==> src/rtl/alu_arbiter_pkg.sv <==
// Shared definitions for the ALU arbiter: FSM encoding, requester IDs,
// ALU timing and the ALU opcode / enable codes used by the requesters.
package alu_arbiter_pkg;

    // Arbiter sequencing states
    typedef enum logic [1:0] {
        ST_IDLE = 2'd0,
        ST_EXEC = 2'd1,
        ST_CAPT = 2'd2
    } state_t;

    // Requester identification
    localparam int                  NUM_REQ  = 2;
    localparam int                  REQ_ID_W = 1;
    localparam logic [REQ_ID_W-1:0] REQ0     = 1'b0;
    localparam logic [REQ_ID_W-1:0] REQ1     = 1'b1;

    // Registered ALU: result appears one cycle after the op is sampled
    localparam int ALU_LAT = 1;

    // Generic switches
    localparam bit ENABLE  = 1'b1;
    localparam bit DISABLE = 1'b0;

    // ALU opcodes
    localparam logic [5:0] ALUOP_ADD = 6'h20;
    localparam logic [5:0] ALUOP_SUB = 6'h22;
    localparam logic [5:0] ALUOP_AND = 6'h24;
    localparam logic [5:0] ALUOP_OR  = 6'h25;
    localparam logic [5:0] ALUOP_XOR = 6'h26;

endpackage

==> src/rtl/alu_arbiter_rr_arb2.sv <==
// Two-way arbiter: round-robin when RR_EN is set, otherwise req0 always wins.
// The last winner is remembered only when a grant is actually taken.
module rr_arb2
    import alu_arbiter_pkg::*;
#(
    parameter bit RR_EN = ENABLE
) (
    input  logic       clk,
    input  logic       reset,
    input  logic [1:0] i_elig,
    input  logic       i_accept,
    output logic [1:0] o_grant
);

    logic r_last_grant;

    // Pick one winner among the eligible requesters
    always_comb begin
        o_grant = 2'b00;
        case (i_elig)
            2'b01:   o_grant = 2'b01;
            2'b10:   o_grant = 2'b10;
            2'b11:   o_grant = (RR_EN && (r_last_grant == REQ0)) ? 2'b10 : 2'b01;
            default: o_grant = 2'b00;
        endcase
    end

    // Track the last accepted requester; starts at req1 so req0 wins first
    always_ff @(posedge clk or negedge reset) begin
        if (!reset)
            r_last_grant <= REQ1;
        else if (i_accept)
            r_last_grant <= o_grant[1];
    end

endmodule

==> src/rtl/alu_arbiter.sv <==
// Shares one registered ALU between two valid/ready requesters. An accepted
// op is driven to the ALU for one cycle (EXEC), its result is captured in the
// following cycle (CAPT) into the owner's response buffer. A new op may be
// accepted in CAPT, giving one op every two cycles back-to-back.
module alu_arbiter
    import alu_arbiter_pkg::*;
#(
    parameter int DATA_W = 32,
    parameter int OP_W   = 6,
    parameter bit RR_EN  = ENABLE
) (
    input  logic              clk,
    input  logic              reset,
    // request channels
    input  logic              req0_valid,
    output logic              req0_ready,
    input  logic [OP_W-1:0]   req0_op,
    input  logic [DATA_W-1:0] req0_a,
    input  logic [DATA_W-1:0] req0_b,
    input  logic              req1_valid,
    output logic              req1_ready,
    input  logic [OP_W-1:0]   req1_op,
    input  logic [DATA_W-1:0] req1_a,
    input  logic [DATA_W-1:0] req1_b,
    // response channels
    output logic              rsp0_valid,
    input  logic              rsp0_ready,
    output logic [DATA_W-1:0] rsp0_result,
    output logic              rsp0_zero,
    output logic              rsp0_ov,
    output logic              rsp1_valid,
    input  logic              rsp1_ready,
    output logic [DATA_W-1:0] rsp1_result,
    output logic              rsp1_zero,
    output logic              rsp1_ov,
    // ALU interface
    output logic [OP_W-1:0]   alu_control,
    output logic [DATA_W-1:0] alu_src0,
    output logic [DATA_W-1:0] alu_src1,
    input  logic [DATA_W-1:0] alu_result,
    input  logic              alu_zero,
    input  logic              alu_ov,
    // status
    output logic              busy
);

    state_t                              r_state, w_state_nxt;
    logic [REQ_ID_W-1:0]                 r_owner;
    logic [OP_W-1:0]                     r_alu_control;
    logic [DATA_W-1:0]                   r_alu_src0, r_alu_src1;

    logic [NUM_REQ-1:0]                  r_rsp_valid, r_rsp_zero, r_rsp_ov;
    logic [NUM_REQ-1:0][DATA_W-1:0]      r_rsp_result;

    logic [NUM_REQ-1:0]                  w_req_valid, w_rsp_ready;
    logic [NUM_REQ-1:0][OP_W-1:0]        w_req_op;
    logic [NUM_REQ-1:0][DATA_W-1:0]      w_req_a, w_req_b;
    logic [NUM_REQ-1:0]                  w_outstanding, w_elig, w_grant;
    logic                                w_can_accept, w_accept, w_capture;
    logic [REQ_ID_W-1:0]                 w_sel;

    assign w_req_valid = {req1_valid, req0_valid};
    assign w_rsp_ready = {rsp1_ready, rsp0_ready};
    assign w_req_op    = {req1_op, req0_op};
    assign w_req_a     = {req1_a, req0_a};
    assign w_req_b     = {req1_b, req0_b};

    // Reset is folded in so no request is acknowledged while held in reset
    assign w_can_accept = reset && ((r_state == ST_IDLE) || (r_state == ST_CAPT));
    assign w_capture    = (r_state == ST_CAPT);

    // A requester is blocked while it owns the in-flight op or its buffer
    // still holds an unconsumed result; this keeps captures collision-free.
    for (genvar g = 0; g < NUM_REQ; g++) begin : g_elig
        assign w_outstanding[g] = ((r_state != ST_IDLE) && (r_owner == REQ_ID_W'(g))) ||
                                  (r_rsp_valid[g] && !w_rsp_ready[g]);
        assign w_elig[g]        = w_req_valid[g] && !w_outstanding[g] && w_can_accept;
    end

    rr_arb2 #(.RR_EN(RR_EN)) u_arb (
        .clk      (clk),
        .reset    (reset),
        .i_elig   (w_elig),
        .i_accept (w_accept),
        .o_grant  (w_grant)
    );

    assign w_accept = |w_grant;
    assign w_sel    = w_grant[1];

    // FSM state register
    always_ff @(posedge clk or negedge reset) begin
        if (!reset)
            r_state <= ST_IDLE;
        else
            r_state <= w_state_nxt;
    end

    // FSM next state: EXEC always moves to CAPT, CAPT may chain into EXEC
    always_comb begin
        w_state_nxt = r_state;
        case (r_state)
            ST_IDLE: if (w_accept) w_state_nxt = ST_EXEC;
            ST_EXEC: w_state_nxt = ST_CAPT;
            ST_CAPT: w_state_nxt = w_accept ? ST_EXEC : ST_IDLE;
            default: w_state_nxt = ST_IDLE;
        endcase
    end

    // ALU operands load only on accept and are held through CAPT so the
    // ALU's combinational overflow still matches the op being captured
    always_ff @(posedge clk or negedge reset) begin
        if (!reset) begin
            r_alu_control <= '0;
            r_alu_src0    <= '0;
            r_alu_src1    <= '0;
            r_owner       <= REQ0;
        end else if (w_accept) begin
            r_alu_control <= w_req_op[w_sel];
            r_alu_src0    <= w_req_a[w_sel];
            r_alu_src1    <= w_req_b[w_sel];
            r_owner       <= w_sel;
        end
    end

    // Per-requester response buffers: fill on capture, drain on handshake
    always_ff @(posedge clk or negedge reset) begin
        if (!reset) begin
            r_rsp_valid  <= '0;
            r_rsp_zero   <= '0;
            r_rsp_ov     <= '0;
            r_rsp_result <= '0;
        end else begin
            for (int i = 0; i < NUM_REQ; i++) begin
                if (w_capture && (r_owner == REQ_ID_W'(i))) begin
                    r_rsp_valid[i]  <= 1'b1;
                    r_rsp_result[i] <= alu_result;
                    r_rsp_zero[i]   <= alu_zero;
                    r_rsp_ov[i]     <= alu_ov;
                end else if (r_rsp_valid[i] && w_rsp_ready[i]) begin
                    r_rsp_valid[i]  <= 1'b0;
                end
            end
        end
    end

    assign req0_ready  = w_grant[0];
    assign req1_ready  = w_grant[1];

    assign rsp0_valid  = r_rsp_valid[0];
    assign rsp0_result = r_rsp_result[0];
    assign rsp0_zero   = r_rsp_zero[0];
    assign rsp0_ov     = r_rsp_ov[0];
    assign rsp1_valid  = r_rsp_valid[1];
    assign rsp1_result = r_rsp_result[1];
    assign rsp1_zero   = r_rsp_zero[1];
    assign rsp1_ov     = r_rsp_ov[1];

    assign alu_control = r_alu_control;
    assign alu_src0    = r_alu_src0;
    assign alu_src1    = r_alu_src1;
    assign busy        = (r_state != ST_IDLE);

endmodule

==> config.mk <==
export PLATFORM = sky130hd
export DESIGN_NAME = alu_arbiter
export DESIGN_NICKNAME = d
export VERILOG_FILES = /design/src/rtl/alu_arbiter_pkg.sv /design/src/rtl/alu_arbiter_rr_arb2.sv /design/src/rtl/alu_arbiter.sv
export SDC_FILE = /design/constraint.sdc
export NUM_CORES = 1
export LEC_CHECK = 0
export BUFFER_PORTS_ARGS = -buffer_cell sky130_fd_sc_hd__buf_2
export CORE_AREA = 2 2 127 129
export CTS_CLUSTER_DIAMETER = 30
export DETAILED_ROUTE_END_ITERATION = 8
export DIE_AREA = 0 0 129 131
export GPL_TIMING_DRIVEN = 0
export PLACE_DENSITY = 0.72
export REMOVE_ABC_BUFFERS = 1
export SLEW_MARGIN = 40
export SYNTH_ARGS = -nofsm -noshare
export SYNTH_HDL_FRONTEND = slang
export SYNTH_SLANG_ARGS = --single-unit
==> constraint.sdc <==
create_clock -name clk -period 2.7 [get_ports clk]
set_clock_uncertainty 0.2 [all_clocks]
set_input_delay 0.405 -clock clk [delete_from_list [all_inputs] [get_ports clk]]
set_output_delay 0.405 -clock clk [all_outputs]
set_load 0.005 [all_outputs]
==> run_results.csv, run 1 <==
group,metric,value,unit
status,status,"completed",
grt,busiest_layer,"met2",
die,die_w,129,um
yosys,synthCells,414,
min_path,hold_path.class,"in2reg",
yosys,synth_edf_count,0,
yosys,netlist_area,6050,sq um
yosys,yosys_register_bits,144,
worst_setup_path,critPathKind,"reg2out",
grt,grt_use_met3,8.55,%
grt,grt_pass1_vias,5539,
clock_tree,root_buffer,"clkbuf_16",
sta,drv_slew,0,
run,drv_cap,0,
yosys,synth_seq_area_share,59.5,%
place,post-dp-hpwl,14.0,mm
worst_setup_path,required,2.10,ns
worst_setup_path,cp.arrival,2.03,ns
die,dieHeight,131,um
sta,worst_pin_slew,0.594,ns
drt,drt_pass1_iterations,4,
power,max-vdd-ir-drop,0.512,mV
yosys,synth_area_leaders,"dfrtp_1 (59%), mux2_2 (13%), a221o_1 (12%), nor3b_1 (8.7%), buf_6 (2.8%)",
die,pin_count,323,
grt,grt-ovfl-total,0,
drt,vias_per_cell,5.29,
power,p_seq_share,38.9,%
grt,track_usage,23.1,%
worst_setup_path,cpPeakStageDelay,0.41,ns
drt,vias,5246,
finish,fin_cells,992,
worst_setup_path,worst-path-max-fanout,50,
sta,fmax,0.379,GHz
grt,grt_pass1_wl,29.9,mm
power,p_int,0.00679,W
die,dieArea,16900,sq um
die,coreArea,15600,sq um
clock_tree,cts.clk_slew.worst_paths,0.06,ns
place,place_congestion,0.847,
grt,antenna_found_initial,4,
clock_tree,clock-sinks,144,
worst_setup_path,slowest_stage,"dfrtp_1",
sta,hold_violations,0,
finish,multi_input_area,2220,sq um
power,p_switching,0.00308,W
place,dpl-instance-area,7980,sq um
clock_tree,clock_latency,0.42,ns
place,place_inst,932,
power,power.leakage,4.37,nW
clock_tree,numCtsBuffers,17,
yosys,synthFlopType,"dfrtp_1",
grt,grt_use_met2,38.7,%
grt,use_met1,27.1,%
finish,syn2layout_area_growth,48.7,%
worst_setup_path,path_cells,"inv_1 > o2111ai_4 > o2111a_4 > buf_16 > buf_2",
drt,drc,0,
yosys,synth_top_area_share,59.1,%
clock_tree,cts-htree-levels,4,
place,pre_cts_ws,-0.832,ns
drt,drt_wl_total,19.9,mm
finish,nFillCells,1257,
worst_setup_path,cpLargestDelayFamily,"buffers and inverters",
power,totalPowerFinal,0.00987,W
yosys,syn-mean-instance-area,14.6,sq um
drt,routedWlPerCell,20.1,um
finish,stdcell_area,9000,sq um
drt,antenna_left,0,
grt,grt_max_degree,51,
clock_tree,clk_path_buf_depth,2,
die,start_util,38.8,%
clock_tree,tritoncts,"done",
power,clock_power_share,26.2,%
sta,finalCriticalPeriod,2.64,ns
power,p_per_area,1100,nW/um^2
drt,dr.first_iter.drc_count,228,
power,combPwrFrac,34.9,%
power,sw_frac_of_total,31.2,%
yosys,async_reset_ff_share,100,%
worst_setup_path,cp.buffers_inverters,3,
sta,rsz0062_at_grt,"yes",
finish,nets,939,
sta,period_share,97.7,%
yosys,synth_largest_area_cell,"dfrtp_1",
die,rows,46,
place,port_buffers,322,
finish,layout-drive-gt1-share,60.6,%
yosys,synth_cell_types,24,
sta,slew_headroom,60.4,%
finish,ff_latch_area,3610,sq um
worst_setup_path,crit_path_end_kind,"output pin",
sta,holdWs,0.0179,ns
worst_setup_path,crit_path_start_kind,"flop",
sta,setup_violations,0,
sta,finalWorstSetupSlack,0.0625,ns
yosys,yosysWarnings,0,
-- cells in the final DEF, fill, tap and decap left out, types with 2 or more instances in the layout --
cell type      instances
inv_1                  4
buf_16                 7
clkbuf_16             17
dlygate4sd3_1         10
buf_4                 10
nor3b_1               70
or2_2                  2
buf_6                  5
buf_2                321
o21ai_0                2
mux2_2                68
inv_6                  3
buf_12                 4
bufinv_16              4
clkbuf_8               2
a221o_1               70
buf_8                  3
dfrtp_1              142
bufbuf_16              2
diode_2                4
clkinv_4               4
nor2b_1                2
-- state kept, by name (all words and copies together) (netlist names) --
signal,cells
alu_src0,32
alu_src1,32
rsp0_result,32
rsp1_result,32
alu_control,6
r_rsp_ov,2
r_rsp_valid,2
r_rsp_zero,2
r_state,2
r_owner,1
u_arb.r_last_grant,1
-- metal layers --
| layer | up-vias | part of all wire (%) |
|---|---|---|
| met5 | - | 0 |
| met4 | 0 | 2.2 |
| met3 | 32 | 9.3 |
| met2 | 268 | 50 |
| met1 | 2639 | 39 |
| li1 | 2307 | - |
-- timing repair --
action | in CTS | in global routing
hold endpoints to repair | 112 | 0
buffers inserted | 3 | 4
cloned | 4 | 0
setup endpoints to repair | 72 | 5
pin swaps | 2 | 2
hold buffers | 14 | 0
resized for setup | 6 | 3
-- synthesized netlist by cell type, types with 3 or more instances --
cell type  number
buf_2          20
mux2_2         68
dfrtp_1       143
a221o_1        70
nor3b_1        70
inv_1           4
clkbuf_1        3
buf_6          15
-- through the flow --
stage / setup TNS (ns) / utilization, %
after global placement: -609.03 / 49.1
after floorplan: -197.88 / -
after CTS: -0.00794 / 57.4
after detailed placement: -51.18 / 51.1
final: 0 / 57.7
after global routing: -0.0115 / 57.7
-- worst reg2reg max path: cells and delay by family (launching register included) --
family / cells / cell delay, ns
buf+inv: 4 / 0.78
simple gates: 3 / 0.61
flops: 1 / 0.44
compound gates: 1 / 0.26
-- layout make-up --
| class | count | area share [%] |
|---|---|---|
| Sequential cell | 144 | 40.1 |
| Clock buffer | 19 | 5.03 |
| Multi-Input combinational cell | 230 | 24.7 |
| Antenna cell | 4 | 0.111 |
| Tap cell | 216 | 3.00 |
| Clock inverter | 13 | 2.22 |
| Inverter | 4 | 0.167 |
| Timing Repair Buffer | 362 | 24.7 |
-- path summary, 6_finish.rpt --
path,startpoint,end,slack [ns],depth (start not counted)
setup / recovery,r_state[1],req0_ready,0.06,5
hold / removal,req0_op[3],alu_control[3],0.02,2
setup reg to reg,r_state[0],alu_src1[3],0.29,8
hold reg to reg,r_state[1],r_state[1],0.29,1
max in group asynchronous,reset,alu_src0[2],1.49,5
min in group asynchronous,reset,rsp0_result[7],0.44,4
-- power groups by stage --
stage          Combinational [W]  Sequential, W  Clock, W
2_1_floorplan            0.00143        0.00386         0
3_3_place_gp             0.00309        0.00375         0
3_5_place_dp             0.00336        0.00380         0
4_1_cts                  0.00344        0.00383   0.00262
5_1_grt                  0.00376        0.00396   0.00272
6_report                 0.00345        0.00384   0.00258
-- kinds of logic after synthesis --
family | Yosys count | synth area share (%)
multiplexers | 68 | 12.6
AO/OA/AOI/OAI | 76 | 12.3
flip-flops | 144 | 59.5
buffers and inverters | 42 | 4.88
AND/OR/NAND/NOR | 84 | 10.6
Power figures use the tool's default switching activity.
==> run 2, diff against run 1 <==
Settings changed: CORE_AREA 2 2 127 129 to 2 2 126 128, DIE_AREA 0 0 129 131 to 0 0 128 130, PLACE_DENSITY 0.72 to 0.73, SYNTH_HIERARCHICAL set to 1.
==> run 2 against run 1 <==
Against the previous run: sequential power about the same; utilization up 3.2 points; flip-flop and latch count unchanged; routed wire length down 10%; critical path depth up 1; first-iteration DRC count down 43%; global-route usage down 2.4 points; worst setup slack better by 0.034 ns; sequential share of layout area down 1.6 points; die area down 1.5%; total power down 0.12%; critical path type unchanged; largest cell class unchanged; largest power group unchanged.
==> run_results.csv, run 2 <==
group,metric,value,unit
status,status,"completed",
yosys,async_reset_ff_share,100,%
yosys,syn-mean-instance-area,12.7,sq um
yosys,yosys_register_bits,144,
sta,finalCriticalPeriod,2.60,ns
yosys,synth_top_area_share,59.6,%
clock_tree,clk_path_buf_depth,2,
drt,routedWlPerCell,16.6,um
yosys,synth_top_family_by_area,"multiplexers",
sta,holdWs,0.0161,ns
worst_setup_path,reg2reg_to,"alu_src0[15]",
finish,final_cell_mix,"buf_2 (322), dfrtp_1 (140), nand2_1 (72)",
grt,track_usage,20.7,%
yosys,synthSimpleGateAreaFrac,6.19,%
drt,antenna_left,0,
worst_setup_path,critPathKind,"reg2out",
worst_setup_path,required,2.10,ns
yosys,synth.most_common_cell,"dfrtp_1",
sta,hold_violations,0,
yosys,synth_commonest_cells,"dfrtp_1 (143), nand2_1 (72), o21ai_0 (71), mux2i_1 (70), mux2_2 (66)",
worst_setup_path,startpoint,"r_state[0]",
clock_tree,cts.clk_slew.worst_paths,0.06,ns
worst_setup_path,path_common_cell,"buf_12",
place,post-dp-hpwl,12.1,mm
yosys,synthFlopType,"dfrtp_1",
yosys,synthAdderAreaFrac,0,%
sta,period_share,96.4,%
die,dieArea,16600,sq um
clock_tree,clock_latency,0.41,ns
drt,drc,0,
worst_setup_path,crit_path_end_kind,"output pin",
sta,fmax,0.384,GHz
sta,worst_pin_slew,0.519,ns
worst_setup_path,rrSetupSlack,0.24,ns
yosys,synth_seq_area_share,60.0,%
power,power.leakage,4.53,nW
clock_tree,cts-htree-levels,4,
clock_tree,clock-sinks,144,
worst_setup_path,cp.arrival,2.00,ns
grt,grt_pass1_vias,5255,
clock_tree,numCtsBuffers,17,
finish,nFillCells,1236,
die,rows,46,
place,port_buffers,322,
yosys,synth_mux_area_share,24.7,%
yosys,synthCells,472,
grt,grt_max_degree,38,
drt,vias_per_cell,4.81,
sta,slew_headroom,65.4,%
power,max-vdd-ir-drop,0.721,mV
die,die_w,128,um
finish,ff_latch_area,3610,sq um
sta,tns,0,ns
worst_setup_path,path_cells,"and2b_1 > and4_4 > a21boi_4 > buf_12 > buf_12 > buf_2",
finish,nets,1048,
place,place_congestion,0.745,
drt,drt_pass1_iterations,4,
power,p_per_area,1050,nW/um^2
sta,drv_slew,0,
worst_setup_path,timing.rr.start,"r_state[0]",
drt,vias,5174,
drt,dr.first_iter.drc_count,130,
clock_tree,root_buffer,"clkbuf_16",
min_path,hold_path.class,"in2async",
drt,drt_wl_total,17.9,mm
finish,syn2layout_area_growth,56.3,%
sta,setup_violations,0,
finish,multi_input_area,2270,sq um
yosys,synth_cell_types,24,
yosys,synth_largest_area_cell,"dfrtp_1",
die,start_util,38.9,%
grt,grt-ovfl-total,0,
finish,final_common_cell,"buf_2",
run,drv_cap,0,
yosys,netlist_area,6000,sq um
grt,grt_pass1_wl,26.6,mm
die,coreArea,15400,sq um
grt,antenna_found_initial,2,
worst_setup_path,slowest_stage,"dfrtp_2",
die,pin_count,323,
worst_setup_path,cpPeakStageDelay,0.46,ns
worst_setup_path,rr_worst_depth,8,
worst_setup_path,worst-path-max-fanout,25,
yosys,yosysWarnings,6,
yosys,synth_compound_area_share,6.36,%
yosys,synth_edf_count,0,
die,dieHeight,130,um
clock_tree,tritoncts,"done",
finish,layout-drive-gt1-share,52.2,%
worst_setup_path,crit_path_start_kind,"flop",
yosys,synth_xor_area_share,0,%
yosys,synth_area_leaders,"dfrtp_1 (60%), mux2_2 (12%), mux2i_1 (12%), o21ai_0 (5.9%), nand2_1 (4.5%)",
## run 2: how the worst max path moves through the flow
stage / end / slack, ns / depth (start not counted)
finish: req1_ready / 0.1 / 6
global route: req1_ready / -0.002 / 6
CTS: req1_ready / 0.03 / 6
detailed placement: alu_src0[22] / -0.70 / 12
global placement: req0_ready / -12.41 / 5
floorplan: u_arb/r_last_grant / -6.92 / 5
## run 2: cell families after synthesis
group,Yosys count
AOI/OAI and AO/OA,74
muxes,139
and+or+nand+nor,84
DFF,144
buffers and inverters,31
## run 2: power by group
group | leakage, nW | internal (W) | switching, W
clock | 0.281 | 0.00135 | 0.000927
sequential | 1.73 | 0.00326 | 0.000576
combinational | 2.52 | 0.00209 | 0.00165
## run 2: per-layer routing
layer / part of all wire (%) / global-route usage, % / vias up
met1: 38 / 23.1 / 2478
met2: 51 / 36.3 / 234
li1: - / - / 2438
met3: 9.6 / 8.98 / 22
met4: 1.2 / 6.01 / 2
met5: 0.073 / 0 / -
## run 2: what timing repair did
| item | CTS | global route |
|---|---|---|
| cloned | 3 | 1 |
| buffers inserted | 2 | 4 |
| pin swaps | 0 | 2 |
| gates resized for setup | 7 | 2 |
| hold endpoints to repair | 141 | 0 |
| setup endpoints to repair | 27 | 2 |
| hold buffers | 58 | 0 |
## run 2: area by class of cell
cell class	instances	share of cell area, %
diodes	2	0.0533
clock buffers	22	5.05
clock inverters	10	1.07
inverters	2	0.0800
multi-input cells	297	24.2
flip-flops and latches	144	38.4
well taps	192	2.56
repair buffers	406	28.6
## run 2: critical path: cells and delay by family (launching register included)
| kind | cells | cell delay [ns] |
|---|---|---|
| simple gates | 2 | 0.46 |
| compound gates | 1 | 0.21 |
| flops | 1 | 0.46 |
| buf+inv | 3 | 0.45 |
## run 2: stage by stage
step	std cells	area [sq um]	utilization (%)	setup slack, ns	power (W)
global route	1074	9380	60.8	-0.00153	0.0105
global placement	957	7700	49.9	-12.41	0.00712
CTS	1068	9320	60.4	0.0263	0.00986
detailed placement	974	8030	52.1	-0.702	0.00743
floorplan	443	5850	-	-6.92	0.00570
finish	1075	9390	60.8	0.0965	0.00986
==> run 3, diff against run 2 <==
Settings changed: HOLD_SLACK_MARGIN set to 0.12, PLACE_DENSITY 0.73 to 0.72.
==> run 3 against run 2 <==
Against the previous run: flip-flop and latch count stayed put; largest power group is now combinational logic; sequential share of layout area fell by 4.4 points; design area is 13% higher; utilization increased by 7.8 points; final cell count up 12%; die area unchanged; global-route usage is 4.8 points higher; first-iteration DRC count is 31% higher; worst setup slack worse by 0.022 ns; sequential power rose by 1%; critical path depth unchanged; total power rose by 5.0%.
==> run_results.csv, run 3 (same netlist as run 2, synthesis figures left out) <==
group,metric,value,unit
sta,worst_pin_slew,0.549,ns
sta,setup_violations,0,
worst_setup_path,cp.buffers_inverters,3,
finish,syn2layout_area_growth,76.4,%
die,dieArea,16600,sq um
grt,antenna_found_initial,2,
die,dieHeight,130,um
power,max-vdd-ir-drop,0.769,mV
status,status,"completed",
die,die_w,128,um
sta,drv_slew,0,
power,power.leakage,5.04,nW
sta,slew_headroom,63.4,%
clock_tree,clock-sinks,144,
sta,rsz0062_at_grt,"no",
worst_setup_path,required,2.10,ns
drt,antenna_left,0,
drt,maxUsedRoutingLayer,"met5",
worst_setup_path,reg2reg_to,"alu_src0[24]",
run,drv_cap,0,
worst_setup_path,cpLargestDelayFamily,"buffers and inverters",
die,rows,46,
die,pin_count,323,
drt,vias,5839,
finish,final_cell_mix,"buf_2 (321), dlygate4sd3_1 (172), dfrtp_1 (140)",
grt,track_usage,25.5,%
clock_tree,root_buffer,"clkbuf_16",
worst_setup_path,crit_path_end_kind,"output pin",
sta,finalCriticalPeriod,2.63,ns
min_path,whs_path_depth,3,
worst_setup_path,slowest_stage,"dfrtp_2",
die,coreArea,15400,sq um
place,post-dp-hpwl,12.6,mm
die,start_util,38.9,%
worst_setup_path,cp.arrival,2.02,ns
worst_setup_path,worst-path-max-fanout,21,
worst_setup_path,path_cells,"or2b_1 > and4_4 > a21boi_4 > buf_12 > buf_12 > buf_2",
drt,dr.first_iter.drc_count,170,
place,pre_cts_ws,-0.812,ns
worst_setup_path,critPathKind,"reg2out",
drt,routedWlPerCell,18.0,um
finish,utilization,68.7,%
finish,layout-drive-gt1-share,46.5,%
sta,fmax,0.381,GHz
sta,holdWs,0.139,ns
drt,drt_pass1_iterations,5,
grt,grt_pass1_wl,32.6,mm
drt,met1_length,7.95,mm
min_path,min_to,"alu_src1[13]",
min_path,hold_path.class,"in2reg",
clock_tree,numCtsBuffers,17,
clock_tree,tritoncts,"done",
worst_setup_path,rr_worst_depth,7,
clock_tree,cts-htree-levels,4,
drt,drt_wl_total,21.6,mm
worst_setup_path,cpPeakStageDelay,0.46,ns
sta,finalWorstSetupSlack,0.0747,ns
finish,nets,1172,
sta,period_share,97.2,%
drt,route.met3.wl,1.79,mm
worst_setup_path,crit_path_start_kind,"flop",
drt,vias_per_cell,4.87,
place,place_congestion,0.773,
power,totalPowerFinal,0.0104,W
grt,grt_pass1_vias,6250,
sta,hold_violations,0,
drt,wl_met2,11.0,mm
clock_tree,clk_path_buf_depth,2,
worst_setup_path,path_common_cell,"buf_12",
worst_setup_path,timing.rr.start,"r_state[0]",
drt,drc,0,
clock_tree,clock_latency,0.41,ns
grt,grt-ovfl-total,0,
power,p_per_area,978,nW/um^2
finish,final_common_cell,"buf_2",
worst_setup_path,rrSetupSlack,0.10,ns
min_path,hold_start,"req0_b[13]",
grt,grt_max_degree,43,
place,port_buffers,322,
clock_tree,cts.clk_slew.worst_paths,0.06,ns
[run 3: cell count changes in the layout (fill, tap and decap cells not counted), moves of 2 or more]
cell / change
clkinvlp_4: +3
dlygate4sd3_1: +117
buf_12: +3
clkbuf_8: -2
buf_8: -3
buf_6: +2
buf_4: +7
[run 3: how the worst max path moves through the flow]
stage | from | to | slack [ns] | depth (start not counted)
5_1_grt | r_state[0] | alu_src0[24] | 0.001 | 7
3_3_place_gp | reset | req0_ready | -12.44 | 5
3_5_place_dp | reset | req1_ready | -0.81 | 9
6_report | r_owner | req1_ready | 0.07 | 6
4_1_cts | r_owner | req1_ready | 0.006 | 6
2_1_floorplan | r_state[0] | u_arb/r_last_grant | -6.92 | 5
[run 3: through the flow]
step,TNS [ns],cells,instance area (sq um)
2_1_floorplan,-495.57,443,5850
3_3_place_gp,-1057.99,957,7700
3_5_place_dp,-39.26,973,7990
4_1_cts,0,1186,10500
5_1_grt,0,1198,10600
6_report,0,1199,10600
[run 3: area by class of cell]
type / count / area [sq um]
Antenna cell: 2 / 5.00
Clock buffer: 20 / 447
Clock inverter: 12 / 110
Fill cell: 1051 / 4830
Inverter: 2 / 7.51
Multi-Input combinational cell: 297 / 2270
Sequential cell: 144 / 3610
Tap cell: 192 / 240
Timing Repair Buffer: 530 / 3910
[run 3: power by group]
group	switching [W]	internal, W
Clock	0.000934	0.00129
Sequential	0.000624	0.00326
Combinational	0.00184	0.00241
[run 3: layer usage]
metal | vias up | GRT usage, %
li1 | 2701 | -
met1 | 2785 | 26.6
met2 | 278 | 45.4
met3 | 73 | 8.94
met4 | 2 | 13.6
met5 | - | 0
[run 3: tightest hold or removal path, delay by kind of cell]
| family | cells | cell delay (ns) |
|---|---|---|
| buffers and inverters | 1 | 0.08 |
| AO/OA/AOI/OAI | 1 | 0.16 |
| multiplexers | 1 | 0.06 |
[run 3: what timing repair did]
item | 4_1_cts | 5_1_grt
endpoints found under the setup margin | 47 | 18
endpoints found under the hold margin | 283 | 0
cloned | 2 | 1
hold buffers | 176 | 0
buffers inserted | 4 | 10
pin swaps | 1 | 1
resized for setup | 9 | 6
